[config.mk]
export PLATFORM = sky130hd
export DESIGN_NAME = mem_arbiter
export DESIGN_NICKNAME = d
export VERILOG_FILES = /design/src/rtl/mem_arbiter.sv
export SDC_FILE = /design/constraint.sdc
export NUM_CORES = 1
export LEC_CHECK = 0
export BUFFER_PORTS_ARGS = -buffer_cell sky130_fd_sc_hd__buf_2
export CAP_MARGIN = 5
export CORE_AREA = 2 2 104 106
export CTS_CLUSTER_DIAMETER = 200
export DETAILED_ROUTE_END_ITERATION = 8
export DIE_AREA = 0 0 106 108
export PLACE_DENSITY_LB_ADDON = 0.3
export SLEW_MARGIN = 20
export SYNTH_ARGS = -nofsm -noshare
export SYNTH_HDL_FRONTEND = slang
export SYNTH_SLANG_ARGS = --single-unit
[constraint.sdc]
create_clock -name clk -period 1.8 [get_ports clk]
set_input_delay 0.27 -clock clk [delete_from_list [all_inputs] [get_ports clk]]
set_output_delay 0.27 -clock clk [all_outputs]
set_load 0.05 [all_outputs]
[src/rtl/mem_arbiter.sv]
// Arbitrates one unified memory port between instruction fetch and data access,
// one transaction at a time, with a watchdog. Define ARB_RR_EN for round-robin contention.
module mem_arbiter #(
  parameter int ADDR_W  = 32,
  parameter int DATA_W  = 32,
  parameter int TIMEOUT = 16
) (
  input  logic              clk,
  input  logic              reset,
  input  logic [ADDR_W-1:0] imem_rd_addr,
  input  logic              imem_rd_enable,
  output logic [DATA_W-1:0] imem_rd_data,
  output logic              imem_rd_ready,
  input  logic [ADDR_W-1:0] dmem_addr,
  input  logic              dmem_r_enable,
  input  logic              dmem_w_enable,
  input  logic [1:0]        dmem_w_size,
  input  logic [DATA_W-1:0] dmem_w_data,
  output logic [DATA_W-1:0] dmem_r_data,
  output logic              dmem_ready,
  output logic [ADDR_W-1:0] mem_addr,
  output logic              mem_r_enable,
  output logic              mem_w_enable,
  output logic [1:0]        mem_w_size,
  output logic [DATA_W-1:0] mem_w_data,
  input  logic [DATA_W-1:0] mem_r_data,
  input  logic              mem_ready,
  output logic              arb_err
);

  typedef enum logic [1:0] {
    IDLE,
    IBUSY,
    DBUSY
  } state_t;

  localparam int CNT_W = (TIMEOUT > 1) ? $clog2(TIMEOUT) : 1;
  localparam logic [CNT_W-1:0] CNT_LAST = CNT_W'((TIMEOUT > 0) ? TIMEOUT - 1 : 0);

  state_t           state_q, state_d;
  logic [CNT_W-1:0] cnt_q, cnt_d;
  logic             dmemReq;
  logic             grantDmem;
  logic             timeoutHit;

  assign dmemReq    = dmem_r_enable | dmem_w_enable;
  // The abort fires in the TIMEOUT-th busy cycle, i.e. when the count of prior idle-memory cycles is TIMEOUT-1.
  assign timeoutHit = (TIMEOUT != 0) && (cnt_q == CNT_LAST);

`ifdef ARB_RR_EN
  logic lastDmem_q, lastDmem_d;

  // Under contention, whichever side was not granted last time wins.
  assign grantDmem = dmemReq && (!imem_rd_enable || !lastDmem_q);

  always_ff @(posedge clk or posedge reset) begin
    if (reset) lastDmem_q <= 1'b0;
    else       lastDmem_q <= lastDmem_d;
  end
`else
  assign grantDmem = dmemReq;
`endif

  always_ff @(posedge clk or posedge reset) begin
    if (reset) begin
      state_q <= IDLE;
      cnt_q   <= '0;
    end else begin
      state_q <= state_d;
      cnt_q   <= cnt_d;
    end
  end

  always_comb begin
    state_d       = state_q;
    cnt_d         = cnt_q;
    imem_rd_data  = '0;
    imem_rd_ready = 1'b0;
    dmem_r_data   = '0;
    dmem_ready    = 1'b0;
    mem_addr      = '0;
    mem_r_enable  = 1'b0;
    mem_w_enable  = 1'b0;
    mem_w_size    = 2'd0;
    mem_w_data    = '0;
    arb_err       = 1'b0;
`ifdef ARB_RR_EN
    lastDmem_d    = lastDmem_q;
`endif

    case (state_q)
      IDLE: begin
        if (grantDmem) begin
          state_d = DBUSY;
          cnt_d   = '0;
`ifdef ARB_RR_EN
          lastDmem_d = 1'b1;
`endif
        end else if (imem_rd_enable) begin
          state_d = IBUSY;
          cnt_d   = '0;
`ifdef ARB_RR_EN
          lastDmem_d = 1'b0;
`endif
        end
      end

      IBUSY: begin
        mem_addr = imem_rd_addr;
        if (!imem_rd_enable) begin
          state_d = IDLE;
        end else if (mem_ready) begin
          mem_r_enable  = 1'b1;
          imem_rd_ready = 1'b1;
          imem_rd_data  = mem_r_data;
          state_d       = IDLE;
        end else if (timeoutHit) begin
          imem_rd_ready = 1'b1;
          arb_err       = 1'b1;
          state_d       = IDLE;
        end else begin
          mem_r_enable = 1'b1;
          imem_rd_data = mem_r_data;
          cnt_d        = cnt_q + CNT_W'(1);
        end
      end

      DBUSY: begin
        mem_addr   = dmem_addr;
        mem_w_size = dmem_w_size;
        mem_w_data = dmem_w_data;
        if (!dmemReq) begin
          state_d = IDLE;
        end else if (mem_ready) begin
          mem_w_enable = dmem_w_enable;
          mem_r_enable = dmem_r_enable & ~dmem_w_enable;
          dmem_ready   = 1'b1;
          dmem_r_data  = mem_r_data;
          state_d      = IDLE;
        end else if (timeoutHit) begin
          dmem_ready = 1'b1;
          arb_err    = 1'b1;
          state_d    = IDLE;
        end else begin
          mem_w_enable = dmem_w_enable;
          mem_r_enable = dmem_r_enable & ~dmem_w_enable;
          dmem_r_data  = mem_r_data;
          cnt_d        = cnt_q + CNT_W'(1);
        end
      end

      default: state_d = IDLE;
    endcase
  end

endmodule

==> results.txt, run 1 <==
Status: finished, violations left
Failing checks: negative setup slack
Syn Area/Cell: 6.45 sq um
#FFs+latches synth: 6
Critical-path top delay cell: dfrtp_1
Post-route DRC: 0
RR Endpoint: cnt_q[3]$_DFFE_PP0P_
CORE AREA: 10200 sq um
Initial DRC Count: 162
Rel. slew slack: 67.2%
Sequential area share after synthesis: 9.62%
Critical path, cell by cell: inv_2 -> ha_4 -> nand2_4 -> nor2_4 -> clkbuf_16 -> and2_4 -> buf_8
Max-slew violations: 0
First-pass GRT wire length: 16.0 mm
VDD IR-drop max: 0.000785 V
Clock sink total: 6
Final setup viols: 104
Reg2Reg Setup Slack: -0.07 ns
Cts bufs inserted: 3
Worst R2R Start: state_q[0]$_DFFE_PP0N_
Starting density of the core: 15.3%
GP Congestion: 0.900
Crit path kind: register to output port
Die H: 108 um
Commonest cells in the netlist: and2_1, nor2_1, a22oi_1
Tmin final: 1.93 ns
Final HPWL DP: 7.36 mm
Pin count of the biggest net entering global routing: 35
RSZ-0062 raised after global routing: yes
Layout area overhead: 256%
Core Util, Final: 54.4%
Ys async rst share: 100%
Synth warn: 0
Net Count, Synth: 383
Ys flop type: dfrtp_1
Vias in the first global route: 3130
GRT Residual Overflow: 0
Final wirelength: 11.9 mm
DR WL/cell: 17.6 um
Gate Count Post-Synth: 242
Clock Tree Root: clkbuf_8
Via density per instance: 4.45
Pleak: 2.57 nW
Worst Hold Class: primary input to async pin
Pre-CTS WS: -0.0978 ns
Synth cell types: 29
Layout Skew: 0.000803 ns
Drt pass-1 iters: 4
Reg2reg path depth: 7
PwrDens: 1500 nW/um^2
Hold Violations, Final: 0
CTS max path bufs: 2
I/O Pins: 271
CP startpoint kind: register
Most frequent cell after synthesis: and2_1
Required time of the critical path: 1.53 ns
Fin crit share: 107%
Die X-Extent: 106 um
Initial antenna violation count: 2
Dominant cell type by area after synthesis: and2_1
Fmax: 518 MHz
Total number of vias: 3002
Synth area leaders: and2_1, a22oi_1, nor2_1, dfrtp_1, clkbuf_1
Die ar.: 11400 sq um
# nets final: 679
CTS H-tree lvls: 1
DRT antenna net count: 0
CP max FO: 16
CTS tree: built
Syn Std Cell Area: 1560 sq um
Port bufs: 270
Clock transition at path regs: 0.04 ns
Max-capacitance violation count: 0
FILL cells: 864
Clk_lat worst skew: 0.22 ns
Area share of the leading cell type in the synthesized netlist: 39.7%
Fraction of layout cells with a size suffix above 1: 92.4%
Worst Setup Slack, final: -0.129 ns
Slowest stage delay, CP: 0.39 ns
Num rows: 37
Total Routing Usage GR: 17.3%
EDFF count, synth: 0
CP endpoint kind: output port
Slew @ Worst Pin: 0.486 ns
Arrival @ worst endpoint: 1.66 ns
## routing by layer
metal,GRT usage [%],part of all wire (%),up-vias
li1,-,-,1411
met3,2.47,6.2,22
met1,18.6,36,1410
met4,3.20,1.9,0
met5,0,0,-
met2,35.9,56,159
## kinds of logic (layout without fill, tap and decap cells)
family / after synthesis / count (layout) / synth area share, %
AO/OA/AOI/OAI: 49 / 49 / 25.0
other: 0 / 2 / 0
AND/OR/NAND/NOR: 155 / 155 / 54.8
buffers and inverters: 27 / 321 / 6.57
flip-flops: 6 / 6 / 9.62
adder cells (fa/ha/maj): 5 / 5 / 4.01
## report_power, final
part           internal, mW  switching (mW)  total, mW
Combinational          3.46            4.52       7.98
Sequential            0.169          0.0230      0.192
Clock                 0.144          0.0604      0.204
Total                  3.78            4.60       8.38
## timing repair
action                                  in CTS  in global routing
setup buffers                               10                  3
resized for setup                          337                129
pin swaps                                   39                 26
hold buffers                                 1                  0
gates cloned                                 5                  3
endpoints found under the setup margin     138                137
hold endpoints to repair                     6                  0
## critical path, delay by kind of cell (launching register included)
| family | cells | cell delay (ns) |
|---|---|---|
| buf+inv | 3 | 0.46 |
| flops | 1 | 0.39 |
| simple gates | 3 | 0.39 |
| fa+ha+maj | 1 | 0.19 |
## how the worst max path moves through the flow
stage	cells after the start	endpoint	startpoint	slack, ns
4_1_cts	8	dmem_r_data[0]	cnt_q[1]$_DFFE_PP0P_	-0.18
3_5_place_dp	6	cnt_q[3]$_DFFE_PP0P_	state_q[0]$_DFFE_PP0N_	-0.1
3_3_place_gp	6	cnt_q[3]$_DFFE_PP0P_	state_q[0]$_DFFE_PP0N_	-0.07
5_1_grt	7	imem_rd_data[7]	state_q[1]$_DFFE_PP0N_	-0.19
2_1_floorplan	6	arb_err	state_q[0]$_DFFE_PP0N_	-0.12
6_report	7	imem_rd_data[7]	state_q[1]$_DFFE_PP0N_	-0.13
## per-stage QoR
stage	TNS [ns]	instances	area (sq um)	total power [mW]	hold WS, ns
2_1_floorplan	-0.684	242	2070	4.44	0.0610
3_3_place_gp	-2.17	651	3690	5.57	0.204
3_5_place_dp	-4.69	651	3690	5.62	0.204
4_1_cts	-11.20	670	5100	7.75	0.513
5_1_grt	-15.05	674	5570	8.68	0.543
6_report	-9.00	674	5570	8.38	0.509
## cells in the final DEF, fill, tap and decap left out, types with 4 or more instances in the layout
| master | n |
|---|---|
| buf_2 | 137 |
| and2_4 | 93 |
| buf_8 | 85 |
| buf_6 | 53 |
| nor2_4 | 35 |
| a22oi_2 | 32 |
| buf_4 | 21 |
| buf_12 | 9 |
| and2_1 | 6 |
| dfrtp_1 | 6 |
| nand2_1 | 4 |
| nor2_1 | 4 |
## layout make-up
class	instances	area [sq um]	share of cell area [%]
antenna	2	5.00	0.0899
clock buffer	3	41.3	0.742
inverter	6	35.0	0.629
multi-input combinational	209	2100	37.7
sequential	6	150	2.70
tap	136	170	3.06
timing repair buffer	312	3060	55.0
## sequential cells by signal, summed over array words and instances, names as in the netlist
name	flops
cnt_q	4
state_q	2
Power figures use the tool's default switching activity.
==> inputs of run 2 (changes only) <==
--- a/config.mk
+++ b/config.mk
@@ -11,7 +11,6 @@
 export CTS_CLUSTER_DIAMETER = 200
 export DETAILED_ROUTE_END_ITERATION = 8
 export DIE_AREA = 0 0 106 108
-export PLACE_DENSITY_LB_ADDON = 0.3
 export SLEW_MARGIN = 20
 export SYNTH_ARGS = -nofsm -noshare
 export SYNTH_HDL_FRONTEND = slang
==> constraint.sdc (replaced) <==
create_clock -name clk -period 1.8 [get_ports clk]
set_input_delay 0.27 -clock clk [delete_from_list [all_inputs] [get_ports clk]]
set_output_delay 0.27 -clock clk [all_outputs]
set_load 0.1 [all_outputs]
==> results.txt, run 2 (synthesis results as in run 1) <==
Worst Hold Class: primary input to async pin
Max-slew violations: 0
Most frequent cells in the layout: buf_12, buf_2, and2_4, nor2_4, a22oi_2
Critical path, cell by cell: inv_2 -> ha_4 -> buf_6 -> nor3b_4 -> buf_4 -> nor4_4 -> buf_12
Total Routing Usage GR: 19.0%
Die X-Extent: 106 um
CP endpoint kind: output port
Tot Pwr: 12.1 mW
GP Congestion: 0.796
Max-capacitance violation count: 0
Worst Setup Slack, final: -0.227 ns
Initial DRC Count: 134
Status: finished, violations left
Rel. slew slack: 55.0%
FILL cells: 750
Largest Register: cnt_q
Multi-input logic area: 2070 sq um
Layout Skew: 0.00124 ns
Final setup viols: 122
Tmin final: 2.03 ns
Clock Tree Root: clkbuf_8
Pleak: 2.84 nW
Fin crit share: 113%
Clock sink total: 6
Slowest stage delay, CP: 0.37 ns
Most common cell after layout, fill and taps aside: buf_12
Via density per instance: 4.49
Cts bufs inserted: 3
Fmax: 493 MHz
Final wirelength: 12.1 mm
Drt pass-1 iters: 4
Crit path kind: register to output port
Failing checks: negative setup slack
Core Util, Final: 64.3%
PwrDens: 1830 nW/um^2
Initial antenna violation count: 1
Clock transition at path regs: 0.03 ns
Arrival @ worst endpoint: 1.76 ns
Die H: 108 um
Hold Violations, Final: 0
First-pass GRT wire length: 17.1 mm
Port bufs: 270
CP max FO: 4
CTS max path bufs: 2
Num rows: 37
DR WL/cell: 17.7 um
Post-route DRC: 0
RSZ-0062 raised after global routing: yes
Clk_lat worst skew: 0.22 ns
Fraction of layout cells with a size suffix above 1: 92.3%
Non-Filler Instances: 684
Critical-path top delay cell: dfrtp_1
CTS tree: built
CP startpoint kind: register
CORE AREA: 10200 sq um
Setup TNS Final: -17.00 ns
Vias in the first global route: 3145
Pin count of the biggest net entering global routing: 33
I/O Pins: 271
Layout area overhead: 321%
Required time of the critical path: 1.53 ns
# nets final: 688
Sequential cell area: 150 sq um
Total number of vias: 3072
CTS H-tree lvls: 1
GRT Residual Overflow: 0
Final HPWL DP: 9.20 mm
Slew @ Worst Pin: 0.666 ns
VDD IR-drop max: 0.00127 V
Die ar.: 11400 sq um
Biggest regs: cnt_q: 4 flops, state_q: 2 flops
Dpl cells: 653
Starting density of the core: 15.3%
DRT antenna net count: 0
Max reg flops: 4
Reg2Reg Setup Slack: -0.13 ns
## run 2: cell types whose count changed in the layout (fill, tap and decap cells not counted), sizes merged
cell and change:
buf +4, clkbuf +3, diode +1, bufbuf +2
## run 2: per-layer routing
layer / vias to the layer above / share of wire, % / track usage, %
met5: - / 0 / 0
met4: 0 / 1.6 / 4.42
met3: 19 / 6.0 / 3.68
met2: 154 / 59 / 39.4
met1: 1468 / 34 / 19.4
li1: 1431 / - / -
## run 2: repair_timing
item,in CTS,in global routing
setup buffers,11,5
endpoints found under the setup margin,117,139
gates resized for setup,44,29
endpoints found under the hold margin,6,0
cloned,4,6
hold buffers,1,0
pin swaps,16,12
## run 2: path summary, 6_finish.rpt
kind                                   startpoint                endpoint  cells after the start
setup / recovery           state_q[0]$_DFFE_PP0N_                 arb_err                      7
hold / removal                              reset    cnt_q[3]$_DFFE_PP0P_                      3
setup reg to reg           state_q[0]$_DFFE_PP0N_    cnt_q[3]$_DFFE_PP0P_                      7
hold reg to reg              cnt_q[1]$_DFFE_PP0P_    cnt_q[1]$_DFFE_PP0P_                      2
max in group asynchronous                   reset    cnt_q[1]$_DFFE_PP0P_                      3
min in group clk                   imem_rd_enable  state_q[0]$_DFFE_PP0N_                      3
## run 2: cell type report
class                      count  share of cell area [%]
antenna                        3                   0.114
clock buffer                   3                   0.627
inverter                       6                   0.532
multi-input combinational    209                    31.4
sequential                     6                    2.28
tap                          136                    2.59
timing repair buffer         321                    62.4
## run 2: power by group
group / internal (mW) / switching (mW)
logic: 4.60 / 7.05
clock network: 0.144 / 0.0581
registers: 0.169 / 0.0413
total: 4.92 / 7.15
## run 2: stage by stage
stage | setup slack, ns | hold slack [ns] | instance area [sq um]
floorplan | -0.557 | 0.0610 | 2160
global placement | -0.0652 | 0.184 | 5840
detailed placement | -0.129 | 0.186 | 5840
CTS | -0.237 | 0.502 | 6300
global route | -0.289 | 0.524 | 6580
finish | -0.227 | 0.493 | 6580
## run 2: critical path: cells and delay by family (launching register included)
kind	cells	cell delay [ns]
and+or+nand+nor	2	0.42
buffers and inverters	4	0.56
DFF	1	0.37
adders and majority gates	1	0.17
==> inputs of run 3 (changes only) <==
--- a/config.mk
+++ b/config.mk
@@ -7,10 +7,13 @@
 export LEC_CHECK = 0
 export BUFFER_PORTS_ARGS = -buffer_cell sky130_fd_sc_hd__buf_2
 export CAP_MARGIN = 5
-export CORE_AREA = 2 2 104 106
+export CELL_PAD_IN_SITES_DETAIL_PLACEMENT = 1
+export CELL_PAD_IN_SITES_GLOBAL_PLACEMENT = 2
+export CORE_MARGIN = 2
+export CORE_UTILIZATION = 10
 export CTS_CLUSTER_DIAMETER = 200
 export DETAILED_ROUTE_END_ITERATION = 8
-export DIE_AREA = 0 0 106 108
+export PLACE_DENSITY_LB_ADDON = 0.1
 export SLEW_MARGIN = 20
 export SYNTH_ARGS = -nofsm -noshare
 export SYNTH_HDL_FRONTEND = slang
==> results.txt, run 3 (synthesis results as in run 1) <==
Status: finished, violations left
Failing checks: negative setup slack
Worst-case hold slack: 0.512 ns
Largest Register: cnt_q
DR WL/cell: 16.6 um
Total number of vias: 2997
Critical path, cell by cell: ha_4 -> nand3_4 -> nor2_4 -> nor2_4 -> buf_6 -> clkbuf_16 -> and2_4 -> buf_12
FILL cells: 1619
Dpl cells: 739
PwrDens: 1780 nW/um^2
Reg2reg path depth: 6
Fraction of layout cells with a size suffix above 1: 93.6%
Tmin final: 2.01 ns
Slew @ Worst Pin: 0.486 ns
Clock Tree Root: clkbuf_16
Slowest stage delay, CP: 0.40 ns
CTS tree: built
RR Endpoint: cnt_q[3]$_DFFE_PP0P_
Layout Skew: 0.00263 ns
GP Congestion: 0.726
CP max FO: 8
Max-capacitance violation count: 0
Hold Violations, Final: 0
Most frequent cells in the layout: buf_12, buf_2, and2_4, nor2_4, a22oi_2
Post-route cell area: 6700 sq um
Layout area overhead: 329%
Vias in the first global route: 3224
Die ar.: 16600 sq um
Total Routing Usage GR: 13.7%
Final setup viols: 125
I/O Pins: 271
Critical-path top delay cell: dfrtp_1
Clock sink total: 6
Via density per instance: 3.94
Pin count of the biggest net entering global routing: 25
Num rows: 45
Worst Hold Class: primary input to async pin
Worst Setup Slack, final: -0.207 ns
CP startpoint kind: register
CTS H-tree lvls: 1
Final HPWL DP: 10.2 mm
DRT antenna net count: 0
Clock transition at path regs: 0.04 ns
RSZ-0062 raised after global routing: yes
Rel. slew slack: 67.2%
Max-slew violations: 0
DP Area: 6040 sq um
Max reg flops: 4
First-pass GRT wire length: 17.9 mm
Drt pass-1 iters: 2
Fmax: 498 MHz
CTS max path bufs: 2
Final wirelength: 12.6 mm
Diode count: 0
Pleak: 2.85 nW
Port bufs: 270
CORE AREA: 15300 sq um
GRT Residual Overflow: 0
Most common cell after layout, fill and taps aside: buf_12
Post-route DRC: 0
# nets final: 692
Crit path kind: register to output port
Required time of the critical path: 1.53 ns
Initial DRC Count: 57
Crit-path most repeated cell: nor2_4
Clk_lat worst skew: 0.23 ns
Biggest regs: cnt_q: 4 flops, state_q: 2 flops
Die H: 129 um
VDD IR-drop max: 0.000756 V
Die X-Extent: 129 um
Non-Filler Instances: 760
Fin crit share: 111%
Arrival @ worst endpoint: 1.74 ns
Initial antenna violation count: 0
Worst R2R Start: state_q[0]$_DFFE_PP0N_
Cts bufs inserted: 3
Starting density of the core: 10.2%
CP endpoint kind: output port
Reg2Reg Setup Slack: -0.01 ns
run 3: changes by cell type in the layout (fill, tap and decap cells not counted), sizes merged:
cell and change:
buf +6, diode -3, bufbuf -2
run 3: per-layer routing:
metal / wire, um / track usage, %
met1: 4500 / 14.9
met3: 960 / 3.12
met2: 7060 / 27.3
met5: 0 / 0
met4: 110 / 1.85
run 3: per-stage QoR:
stage	setup TNS [ns]	worst slack, ns	power [mW]	utilization (%)
after floorplan	-20.28	-0.557	6.91	-
after global placement	-2.22	-0.0579	10.7	39.6
after detailed placement	-2.24	-0.0713	10.8	39.6
after CTS	-22.29	-0.224	11.8	42.7
after global routing	-24.96	-0.279	12.4	43.9
final	-16.48	-0.207	12.0	43.9
run 3: power breakdown:
group	switching [mW]	internal, mW	leakage (nW)
clock	0.0832	0.286	0.0370
combinational	7.00	4.38	2.73
sequential	0.0392	0.169	0.0803
run 3: layout make-up:
type | count | area, sq um | area share [%]
tap | 211 | 264 | 3.94
sequential | 6 | 150 | 2.24
multi-input combinational | 209 | 2100 | 31.3
timing repair buffer | 325 | 4090 | 61.0
inverter | 6 | 27.5 | 0.411
clock buffer | 3 | 75.1 | 1.12
run 3: worst max-delay path by stage:
stage                                 startpoint              end  slack (ns)  cells after the start
after detailed placement  state_q[0]$_DFFE_PP0N_     mem_addr[15]       -0.07                      7
after floorplan           state_q[0]$_DFFE_PP0N_          arb_err       -0.56                      6
after global placement    state_q[0]$_DFFE_PP0N_  dmem_r_data[28]       -0.06                      7
after CTS                   cnt_q[0]$_DFFE_PP0P_  dmem_r_data[31]       -0.22                      8
after global routing      state_q[0]$_DFFE_PP0N_   dmem_r_data[9]       -0.28                      8
final                       cnt_q[1]$_DFFE_PP0P_   dmem_r_data[9]       -0.21                      8
run 3: critical path, delay by kind of cell (launching register included):
kind,cells,cell delay [ns]
AND/OR/NAND/NOR,4,0.46
flip-flops,1,0.40
adder cells (fa/ha/maj),1,0.18
buffers and inverters,3,0.46
run 3: what timing repair did:
action | CTS | global route
gates cloned | 3 | 6
gates resized for setup | 57 | 9
endpoints found under the hold margin | 6 | 0
pin swaps | 16 | 28
hold buffers | 1 | 0
buffers inserted | 6 | 3
endpoints found under the setup margin | 128 | 130
